[src/rtl/scntr_pkg.sv]
// Shared encodings for the reload controller: FSM states and timer mode.
package scntr_pkg;

  typedef enum logic [1:0] {
    IDLE = 2'd0,
    LOAD = 2'd1,
    RUN  = 2'd2
  } state_t;

  localparam logic MODE_ONESHOT  = 1'b0;
  localparam logic MODE_PERIODIC = 1'b1;

endpackage

[src/rtl/scntr_reload_ctl.sv]
// Sequencer for an external up-counter: preloads ~period, runs to all-ones, ticks.
// Optional one-deep shadow period register: define SCNTR_RELOAD_SHADOW_EN.
//
// state | meaning
// IDLE  | counter held, period writes go straight to the active register
// LOAD  | one cycle parallel-load of ~active into the counter
// RUN   | counter enabled; terminal count ticks and reloads or finishes
module scntr_reload_ctl
  import scntr_pkg::*;
#(
  parameter int N = 8
) (
  input  logic         i_clk,
  input  logic         i_rstn,
  input  logic         i_start,
  input  logic         i_stop,
  input  logic         i_mode,
  input  logic [N-1:0] i_per_d,
  input  logic         i_per_valid,
  output logic         o_per_ready,
  input  logic         i_cnt_cout,
  output logic [N-1:0] o_cnt_d,
  output logic         o_cnt_pl,
  output logic         o_cnt_en,
  output logic         o_tick,
  output logic         o_busy
);

  state_t         r_state;
  state_t         w_state_nxt;
  logic           r_mode;
  logic [N-1:0]   r_active;
  logic [N-1:0]   w_next_per;
  logic           w_pl;
  logic           w_en;
  logic           w_tick;
  logic           w_xfer;
  logic           w_enter_idle;

`ifdef SCNTR_RELOAD_SHADOW_EN
  logic [N-1:0]   r_shadow;
  logic           r_shadow_v;

  assign o_per_ready = (r_state == IDLE) || !r_shadow_v;
  assign w_next_per  = r_shadow_v ? r_shadow : r_active;
`else
  assign o_per_ready = (r_state == IDLE);
  assign w_next_per  = r_active;
`endif

  assign w_xfer       = i_per_valid && o_per_ready;
  assign w_enter_idle = (r_state != IDLE) && (w_state_nxt == IDLE);

  always_comb begin
    w_state_nxt = r_state;
    w_pl        = 1'b0;
    w_en        = 1'b0;
    w_tick      = 1'b0;
    case (r_state)
      IDLE: begin
        if (i_start && !i_stop) w_state_nxt = LOAD;
      end
      LOAD: begin
        if (i_stop) begin
          w_state_nxt = IDLE;
        end else begin
          w_pl        = 1'b1;
          w_state_nxt = RUN;
        end
      end
      RUN: begin
        w_en = 1'b1;
        // STOP outranks a coincident terminal count: no tick, no reload
        if (i_stop) begin
          w_state_nxt = IDLE;
        end else if (i_cnt_cout) begin
          w_tick = 1'b1;
          if (r_mode == MODE_PERIODIC) w_pl = 1'b1;
          else                         w_state_nxt = IDLE;
        end
      end
      default: w_state_nxt = IDLE;
    endcase
    if (!i_rstn) begin
      w_pl   = 1'b0;
      w_en   = 1'b0;
      w_tick = 1'b0;
    end
  end

  assign o_cnt_pl = w_pl;
  assign o_cnt_en = w_en;
  assign o_tick   = w_tick;
  assign o_cnt_d  = w_pl ? ~w_next_per : '1;
  assign o_busy   = (r_state != IDLE);

  always_ff @(posedge i_clk) begin
    if (!i_rstn) begin
      r_state  <= IDLE;
      r_mode   <= MODE_ONESHOT;
      r_active <= '0;
    end else begin
      r_state <= w_state_nxt;
      if (r_state == IDLE && i_start && !i_stop) r_mode <= i_mode;
`ifndef SCNTR_RELOAD_SHADOW_EN
      if (w_xfer) r_active <= i_per_d;
`else
      if (r_state == IDLE) begin
        if (w_xfer) r_active <= i_per_d;
      end else if (w_enter_idle) begin
        // a pending or same-cycle period write survives the abort
        if (w_xfer)          r_active <= i_per_d;
        else if (r_shadow_v) r_active <= r_shadow;
      end else if (w_pl && r_state == RUN && r_shadow_v) begin
        r_active <= r_shadow;
      end
`endif
    end
  end

`ifdef SCNTR_RELOAD_SHADOW_EN
  always_ff @(posedge i_clk) begin
    if (!i_rstn) begin
      r_shadow   <= '0;
      r_shadow_v <= 1'b0;
    end else if (r_state != IDLE) begin
      if (w_enter_idle) begin
        r_shadow_v <= 1'b0;
      end else if (w_pl && r_state == RUN && r_shadow_v) begin
        r_shadow_v <= 1'b0;
      end else if (w_xfer) begin
        r_shadow   <= i_per_d;
        r_shadow_v <= 1'b1;
      end
    end
  end
`endif

endmodule

[config.mk]
export PLATFORM = sky130hd
export DESIGN_NAME = scntr_reload_ctl
export DESIGN_NICKNAME = d
export VERILOG_FILES = /design/src/rtl/scntr_pkg.sv /design/src/rtl/scntr_reload_ctl.sv
export SDC_FILE = /design/constraint.sdc
export NUM_CORES = 1
export LEC_CHECK = 0
export CAP_MARGIN = 20
export CORE_ASPECT_RATIO = 1.1
export CORE_MARGIN = 1.5
export CORE_UTILIZATION = 30
export CTS_BUF_LIST = sky130_fd_sc_hd__clkbuf_8
export CTS_CLUSTER_SIZE = 10
export DETAILED_ROUTE_END_ITERATION = 8
export HOLD_SLACK_MARGIN = 0.12
export PLACE_DENSITY = 0.66
export REMOVE_ABC_BUFFERS = 1
export SETUP_SLACK_MARGIN = 0.4
export SYNTH_ARGS = -nofsm -noshare
export SYNTH_HDL_FRONTEND = slang
export SYNTH_SLANG_ARGS = --single-unit
[constraint.sdc]
create_clock -name i_clk -period 1.9 [get_ports i_clk]
set_clock_uncertainty 0.05 [all_clocks]
set_input_delay 0.19 -clock i_clk [delete_from_list [all_inputs] [get_ports i_clk]]
set_output_delay 0.19 -clock i_clk [all_outputs]
set_load 0.1 [all_outputs]
==> impl_metrics.tcl, run 1 <==
set metrics [dict create \
    clock_latency_ns 0.23 \
    tightest_slew_ns 0.2822 \
    cap_violations 0 \
    crit_type "reg2out" \
    critPathSlowestCell "and4bb_4" \
    drtAntennaViolNets 0 \
    cp_num_buf_inv 2 \
    finalHoldViolations 0 \
    finalMaxSlewViolations 0 \
    leakage_nw 0.5032 \
    dp_slack_ns 0.08791 \
    core-area_um2 1822 \
    die_h_um 49.68 \
    worst_slew_margin_rel_pct 81.14 \
    status "complete, no violations" \
    yosysMostFrequentCell "nand2_1" \
    drc_errors 0 \
    finalCritPeriodShare_pct 95.86 \
    hold_depth 2 \
    end_kind "primary output" \
    ys_top_cells_by_count "20 x nand2_1, 11 x dfxtp_1, 9 x nand3_1" \
    grt_max_degree 10 \
    initial_utilization_pct 32.62 \
    r2r_slack_ns 0.45 \
    synth_enable_flop_cells 0 \
    numPortBuffers 27 \
    whs_endpoint "r_active[6]$_SDFFE_PN0P_" \
    cts_hold_buf 0 \
    wl_per_cell_um 13.68 \
    cts_htree_levels 1 \
    fin_ws_ns 0.07873 \
    timing.rr.end "r_state[1]$_SDFFE_PN0P_" \
    grt_pass1_wl_mm 2.815 \
    placed_area_um2 1026 \
    netlist_instances 72 \
    num_rows 16 \
    rr_startpoint "r_state[0]$_SDFFE_PN0P_" \
    worstRegToRegCells 6 \
    synth.distinct_cells 18 \
    synth_area_um2 594.3 \
    clockBufferDepth 2 \
    cts_tree "done" \
    seq_area_frac_synth_pct 37.05 \
    cts_sinks 11 \
    ir_drop_uv 1109 \
    synthTopCellsByArea "dfxtp_1 37%, nand2_1 13%, a21boi_0 10%" \
    ys.flop_type "dfxtp_1" \
    yosys.area.top_type "dfxtp_1" \
    cts-root-buf "clkbuf_8" \
    powerDensity_nw_per_um2 941.7 \
    place_inst 125 \
    cts_buffers 3 \
    clkSlewWorstSetupHoldPaths_ns 0.05 \
    setup_viol_count_final 0 \
    drive_above_1_share_pct 42.06 \
    antenna_found_initial 0 \
    critPathTopFamily "simple AND/OR/NAND/NOR gates" \
    rsz0062_at_grt "yes" \
    synth-seq-cells 11 \
    pin_count 28 \
    critPathMaxFanout 5 \
    overflow 0 \
    hp-class "reg2reg" \
    fillers 130 \
    dieArea_um2 2257 \
    cpPeakStageDelay_ns 0.39 \
    synth.yosys.warnings 0 \
    grt_pass1_vias 611 \
    final_cell_count_no_fill 134 \
    fmax_mhz 549.1 \
    first_pass_iters 4 \
    wl_mm 1.833 \
    vias 624 \
    power.total_w 0.001166 \
    place.gp.congestion 0.6912 \
    yosys.area.top_type_share_pct 37.05 \
    fin_area_um2 1239 \
    antenna-diode-count 0 \
    grt_usage_pct 17.34 \
    die_w_um 45.44 \
    cp.required_ns 1.66 \
    path_cells "inv_4 -> ha_4 -> a31oi_4 -> and4bb_4 -> nand2_2 -> buf_12" \
    drt_iter0_drc 14 \
    async_reset_ff_share_pct 0 \
    avgSynthCellArea_um2 8.254 \
    cp-start-kind "flop" \
    crit_arrival_ns 1.58 \
    vias_per_cell 4.657 \
    finalNetCount 127 \
    crit_start "r_state[0]$_SDFFE_PN0P_" \
    syn_to_final_growth_pct 108.4 \
    fin_crit_ns 1.821 \
    hpwl_mm 1.125 \
    hold_path_startpoint "r_active[6]$_SDFFE_PN0P_" \
]
-- worst max path at each step --
stage                             to  slack (ns)  cells after the start
after CTS                 o_cnt_d[0]        0.12                      6
final                     o_cnt_d[1]        0.08                      6
after floorplan               o_tick       -0.60                      4
after detailed placement  o_cnt_d[4]        0.09                      5
after global placement    o_cnt_d[4]        0.11                      5
after global routing      o_cnt_d[1]        0.03                      6
-- tightest hold or removal path: stages, from the launching register on --
cell and delay (ns):
dfxtp_1 0.31, nand2_1 0.05, a21boi_0 0.06
-- flip-flops by register name, indices dropped and copies added (netlist names) --
register	flops
r_active	8
r_mode	1
r_state	2
-- report_power, final --
part / leakage, nW / total, W / internal, W / switching (W)
logic: 0.386 / 0.000625 / 0.000268 / 0.000357
clock network: 0.0255 / 0.000235 / 0.000144 / 0.0000904
registers: 0.0917 / 0.000307 / 0.000270 / 0.0000366
total: 0.503 / 0.00117 / 0.000683 / 0.000484
-- placed cells by master, fill, tap and decap left out, types with 2 or more instances in the layout --
| cell type | netlist | final |
|---|---|---|
| nand2b_1 | 2 | 2 |
| a21boi_0 | 8 | 8 |
| nand3_1 | 9 | 9 |
| ha_4 | 0 | 3 |
| nand2_2 | 0 | 7 |
| inv_4 | 0 | 2 |
| and4bb_4 | 0 | 2 |
| mux2i_1 | 3 | 3 |
| buf_12 | 0 | 13 |
| inv_1 | 4 | 2 |
| buf_6 | 1 | 2 |
| buf_4 | 0 | 5 |
| dfxtp_4 | 0 | 2 |
| clkbuf_8 | 0 | 3 |
| dfxtp_1 | 11 | 9 |
| nand2_1 | 20 | 12 |
| clkdlybuf4s50_1 | 0 | 14 |
-- routing by layer --
| layer | vias to the layer above | wire length (µm) | GRT usage, % |
|---|---|---|---|
| li1 | 313 | - | - |
| met5 | - | 0 | 0 |
| met3 | 4 | 127 | 4.762 |
| met4 | 0 | 31 | 7.843 |
| met2 | 26 | 927 | 26.76 |
| met1 | 281 | 748 | 21.75 |
-- logic make-up (layout without fill, tap and decap cells) --
group | count (synthesis) | in the layout | synth area share [%]
buffers and inverters | 8 | 42 | 6.735
and+or+nand+nor | 36 | 37 | 28.84
AOI/OAI and AO/OA | 10 | 10 | 13.90
DFF | 11 | 11 | 37.05
adders and majority gates | 4 | 4 | 8.421
muxes | 3 | 3 | 5.053
-- metrics by stage --
| stage | TNS, ns | hold WS [ns] | util [%] |
|---|---|---|---|
| floorplan | -6.863 | 0.2682 | - |
| global placement | 0 | 0.3993 | 56.32 |
| detailed placement | 0 | 0.4075 | 56.32 |
| CTS | 0 | 0.4264 | 66.83 |
| global route | 0 | 0.4431 | 67.99 |
| finish | 0 | 0.4221 | 67.99 |
-- what timing repair did --
| item | CTS | global route |
|---|---|---|
| endpoints found under the hold margin | 0 | 0 |
| pin swaps | 11 | 1 |
| setup endpoints to repair | 12 | 12 |
| setup buffers | 4 | 0 |
| cloned | 1 | 0 |
| resized for setup | 27 | 4 |
-- final cells by class --
| cell class | instances | area [µm²] | share of cell area (%) |
|---|---|---|---|
| well taps | 27 | 33.78 | 2.727 |
| flip-flops and latches | 11 | 227.7 | 18.38 |
| multi-input cells | 54 | 450.4 | 36.36 |
| inverters | 4 | 20.02 | 1.616 |
| repair buffers | 34 | 460.4 | 37.17 |
| clock buffers | 3 | 41.29 | 3.333 |
| clock inverters | 1 | 5.005 | 0.4040 |
Note: power is estimated with default switching activity, not from simulation.
==> run 2, diff against run 1 <==
- REMOVE_ABC_BUFFERS: 1 -> default
- clock period: 1.9 -> 2 ns (I/O delays scaled with it)
==> run 2 against run 1 <==
  * Via count down 1.8%
  * Largest power group unchanged
  * Critical path depth is 1 higher
  * Flip-flop and latch count did not move
  * Sequential share of layout area is 1.9 points lower
  * Non-clock buffer count grew 3
==> impl_metrics.tcl, run 2 (same netlist as run 1, synthesis figures left out) <==
set metrics [dict create \
    status "complete, no violations" \
    rr_startpoint "r_state[0]$_SDFFE_PN0P_" \
    end_kind "primary output" \
    hp-class "reg2reg" \
    grt_use_met2_pct 27.23 \
    hpwl_mm 1.149 \
    finalCritPeriodShare_pct 94.30 \
    placed_area_um2 1207 \
    overflow 0 \
    powerDensity_nw_per_um2 813.5 \
    vias_per_cell 4.507 \
    syn_nets 91 \
    numPortBuffers 27 \
    reg.largest.list "r_active: 8 flops, r_state: 2 flops, r_mode: 1 flops" \
    ir_drop_uv 802.3 \
    final_common_cell "buf_12" \
    cts-root-buf "clkbuf_8" \
    grt_max_degree 14 \
    core-area_um2 1822 \
    regMostFlops "r_active" \
    timing.rr.end "r_state[1]$_SDFFE_PN0P_" \
    cts_hold_buf 0 \
    fin_ws_ns 0.1141 \
    drive_above_1_share_pct 43.12 \
    cp.required_ns 1.75 \
    worstRegToRegCells 6 \
    power.total_w 0.001121 \
    use_met1_pct 17.71 \
    pin_count 28 \
    whs_endpoint "r_state[1]$_SDFFE_PN0P_" \
    wl_per_cell_um 11.54 \
    grt_pass1_wl_mm 2.608 \
    leakage_nw 0.5042 \
    cap_violations 0 \
    first_pass_iters 2 \
    antenna_found_initial 0 \
    post-route-util_pct 75.62 \
    drc_errors 0 \
    cts_htree_levels 1 \
    r2r_slack_ns 0.62 \
    worst_slew_margin_rel_pct 79.89 \
    hold_depth 2 \
    initial_utilization_pct 32.62 \
    fmax_mhz 530.2 \
    cts_buffers 3 \
    met3_usage_pct 2.198 \
    cts_tree "done" \
    finalNetCount 129 \
    fin_area_um2 1378 \
    setup_viol_count_final 0 \
    largest_register_ffs 8 \
    die_h_um 49.68 \
    drtAntennaViolNets 0 \
    fin_crit_ns 1.886 \
    clockBufferDepth 2 \
    clkSlewWorstSetupHoldPaths_ns 0.05 \
    antenna-diode-count 0 \
    dp_slack_ns 0.1636 \
    grt_usage_pct 15.61 \
    wl_mm 1.569 \
    syn_to_final_growth_pct 131.8 \
    dieArea_um2 2257 \
    cts_sinks 11 \
    vias 613 \
    rsz0062_at_grt "yes" \
    busiest_layer "met2" \
    cp-start-kind "flop" \
    hold_path_startpoint "r_state[1]$_SDFFE_PN0P_" \
    place.gp.congestion 0.6874 \
    num_rows 16 \
    setup_tns_ns 0 \
    finalMaxSlewViolations 0 \
    grt_pass1_vias 608 \
    crit_type "reg2out" \
    final_cell_mix "15 x buf_12, 14 x clkdlybuf4s50_1, 12 x nand2_1" \
    finalHoldViolations 0 \
    clock_latency_ns 0.23 \
    drt_iter0_drc 6 \
    crit_arrival_ns 1.64 \
    die_w_um 45.44 \
    critPathMaxFanout 5 \
    tightest_slew_ns 0.3008 \
]
-- run 2: how the worst max path moves through the flow --
stage                            start    endpoint  depth (start not counted)
4_1_cts        r_state[0]$_SDFFE_PN0P_  o_cnt_d[2]                          7
3_3_place_gp                i_cnt_cout  o_cnt_d[3]                          6
2_1_floorplan  r_state[0]$_SDFFE_PN0P_  o_cnt_d[0]                          6
6_report       r_state[0]$_SDFFE_PN0P_  o_cnt_d[2]                          7
5_1_grt        r_state[0]$_SDFFE_PN0P_  o_cnt_d[2]                          7
3_5_place_dp                i_cnt_cout  o_cnt_d[2]                          6
-- run 2: what timing repair did --
| item | in CTS | in global routing |
|---|---|---|
| pin swaps | 4 | 2 |
| setup buffers | 5 | 1 |
| gates resized for setup | 8 | 3 |
| setup endpoints to repair | 10 | 11 |
| gates cloned | 1 | 0 |
-- run 2: critical path, stage by stage (launching register included) --
cell      delay, ns
dfxtp_4        0.36
inv_4          0.08
ha_4           0.13
a31oi_2        0.07
and4bb_4       0.37
buf_12         0.18
nand2_8        0.06
buf_12         0.16
-- run 2: per-stage QoR --
step	hold WS, ns	std cells
6_report	0.4570	136
5_1_grt	0.4877	136
4_1_cts	0.4602	135
3_5_place_dp	0.4271	125
3_3_place_gp	0.4120	125
2_1_floorplan	0.2914	72
-- run 2: layer usage --
metal | up-vias | share of wire [%] | wire [µm]
li1 | 318 | - | -
met1 | 276 | 41 | 646
met2 | 17 | 53 | 838
met3 | 2 | 4.7 | 73
met4 | 0 | 0.64 | 10
met5 | - | 0 | 0
-- run 2: report_power, final --
group          internal [W]  switching [W]
combinational      0.000267       0.000334
clock              0.000134      0.0000765
sequential         0.000257      0.0000515
-- run 2: final cells by class --
type                    count  area [µm²]
clock buffers               3       41.29
fillers                   124       444.2
inverters                   4       23.77
multi-input cells          53       519.2
well taps                  27       33.78
clock inverters             1       3.754
repair buffers             37       528.0
flip-flops and latches     11       227.7
==> run 3, diff against run 2 <==
- CTS_CLUSTER_DIAMETER: default -> 150
- PLACE_DENSITY: 0.66 -> 0.61
- SLEW_MARGIN: default -> 10
==> run 3 against run 2 <==
  * Die area unchanged
  * Combinational power about the same
  * Setup slack got worse by 0.024 ns
  * Critical path type unchanged
==> impl_metrics.tcl, run 3 (same netlist as run 1, synthesis figures left out) <==
set metrics [dict create \
    status "complete, no violations" \
    fillers 133 \
    finalHoldViolations 0 \
    largest_register_ffs 8 \
    drtAntennaViolNets 0 \
    path_cells "inv_4 -> ha_4 -> a31oi_4 -> and4bb_4 -> buf_12 -> nand2_8 -> buf_12" \
    die_h_um 49.68 \
    vias_per_cell 4.729 \
    antenna_found_initial 0 \
    final_common_cell "buf_12" \
    worst_slew_margin_rel_pct 76.75 \
    num_rows 16 \
    grt_pass1_vias 600 \
    drc_errors 0 \
    powerDensity_nw_per_um2 833.3 \
    core-area_um2 1822 \
    overflow 0 \
    tightest_slew_ns 0.3476 \
    power.total_w 0.001137 \
    cts_hold_buf 0 \
    cp.required_ns 1.75 \
    hpwl_mm 1.195 \
    ir_drop_uv 642.3 \
    drive_above_1_share_pct 41.51 \
    initial_utilization_pct 32.62 \
    crit_type "reg2out" \
    vias 629 \
    clkSlewWorstSetupHoldPaths_ns 0.05 \
    final_cell_mix "15 x buf_12, 14 x clkdlybuf4s50_1, 12 x nand2_1" \
    wl_per_cell_um 12.83 \
    first_pass_iters 4 \
    grt_pass1_wl_mm 2.891 \
    cap_violations 0 \
    reg.largest.list "r_active: 8 flops, r_state: 2 flops, r_mode: 1 flops" \
    syn_nets 91 \
    finalMaxSlewViolations 0 \
    leakage_nw 0.4914 \
    numPortBuffers 27 \
    fin_crit_ns 1.910 \
    wl_mm 1.707 \
    pin_count 28 \
    critPathMaxFanout 5 \
    setup_viol_count_final 0 \
    cts-root-buf "clkbuf_8" \
    end_kind "primary output" \
    cts_tree "done" \
    cts_sinks 11 \
    dieArea_um2 2257 \
    cts_htree_levels 1 \
    path_common_cell "buf_12" \
    cpPeakStageDelay_ns 0.37 \
    place.gp.congestion 0.6935 \
    place_inst 124 \
    grt_max_degree 15 \
    syn_to_final_growth_pct 129.5 \
    fmax_mhz 523.5 \
    clock_latency_ns 0.24 \
    grt_usage_pct 17.33 \
    cp-start-kind "flop" \
    antenna-diode-count 0 \
    hp-class "reg2reg" \
    clockBufferDepth 2 \
    setup_tns_ns 0 \
    final_cell_count_no_fill 133 \
    die_w_um 45.44 \
    crit_arrival_ns 1.66 \
    regMostFlops "r_active" \
    drt_iter0_drc 7 \
    finalNetCount 126 \
    cts_buffers 3 \
    critPathSlowestCell "and4bb_4" \
    finalCritPeriodShare_pct 95.51 \
    rsz0062_at_grt "yes" \
]
-- run 3: cell count changes in the layout (fill, tap and decap cells not counted), sizes merged --
cell | previous run | this run
buf | 23 | 20
-- run 3: worst paths after layout --
kind                                 from                        to  slack (ns)  cells after the start
hold reg to reg   r_state[1]$_SDFFE_PN0P_   r_state[1]$_SDFFE_PN0P_        0.45                      2
setup / recovery  r_state[0]$_SDFFE_PN0P_                o_cnt_d[0]        0.09                      7
setup reg to reg  r_state[1]$_SDFFE_PN0P_  r_active[0]$_SDFFE_PN0P_        0.66                      5
hold / removal    r_state[1]$_SDFFE_PN0P_   r_state[1]$_SDFFE_PN0P_        0.45                      2
-- run 3: critical path: cells and delay by family (launching register included) --
family	cells	cell delay, ns
compound gates	1	0.07
flops	1	0.36
buf+inv	3	0.42
simple gates	2	0.43
fa+ha+maj	1	0.14
-- run 3: layer usage --
| metal | global-route usage (%) | part of all wire, % |
|---|---|---|
| met1 | 21.03 | 43 |
| met2 | 27.46 | 51 |
| met3 | 6.227 | 4.5 |
| met4 | 5.882 | 1.5 |
| met5 | 0 | 0 |
-- run 3: repair_timing --
item                       CTS  global route
setup endpoints to repair   10            11
setup buffers                4             0
pin swaps                    4             2
hold endpoints to repair     0             0
resized for setup            9             3
gates cloned                 1             0
-- run 3: power breakdown --
| group | switching (W) | internal, W | leakage [nW] |
|---|---|---|---|
| logic | 0.000337 | 0.000265 | 0.373 |
| clock network | 0.0000908 | 0.000135 | 0.0269 |
| registers | 0.0000512 | 0.000257 | 0.0917 |
-- run 3: cell type report --
cell class                      instances  area, µm²  share of cell area (%)
Clock inverter                          1      3.754                  0.2752
Timing Repair Buffer                   34      505.5                   37.06
Clock buffer                            3      41.29                   3.028
Tap cell                               27      33.78                   2.477
Inverter                                4      23.77                   1.743
Multi-Input combinational cell         53      528.0                   38.72
Sequential cell                        11      227.7                   16.70
-- run 3: stage by stage --
| stage | hold WS (ns) | utilization, % | setup WS, ns | cell area, µm² |
|---|---|---|---|---|
| after floorplan | 0.2914 | - | 0.3628 | 778.2 |
| after global placement | 0.4124 | 65.87 | 0.2071 | 1200 |
| after detailed placement | 0.4181 | 65.87 | 0.1786 | 1200 |
| after CTS | 0.4572 | 73.83 | 0.06687 | 1345 |
| after global routing | 0.4809 | 74.86 | 0.04774 | 1364 |
| final | 0.4547 | 74.86 | 0.08975 | 1364 |
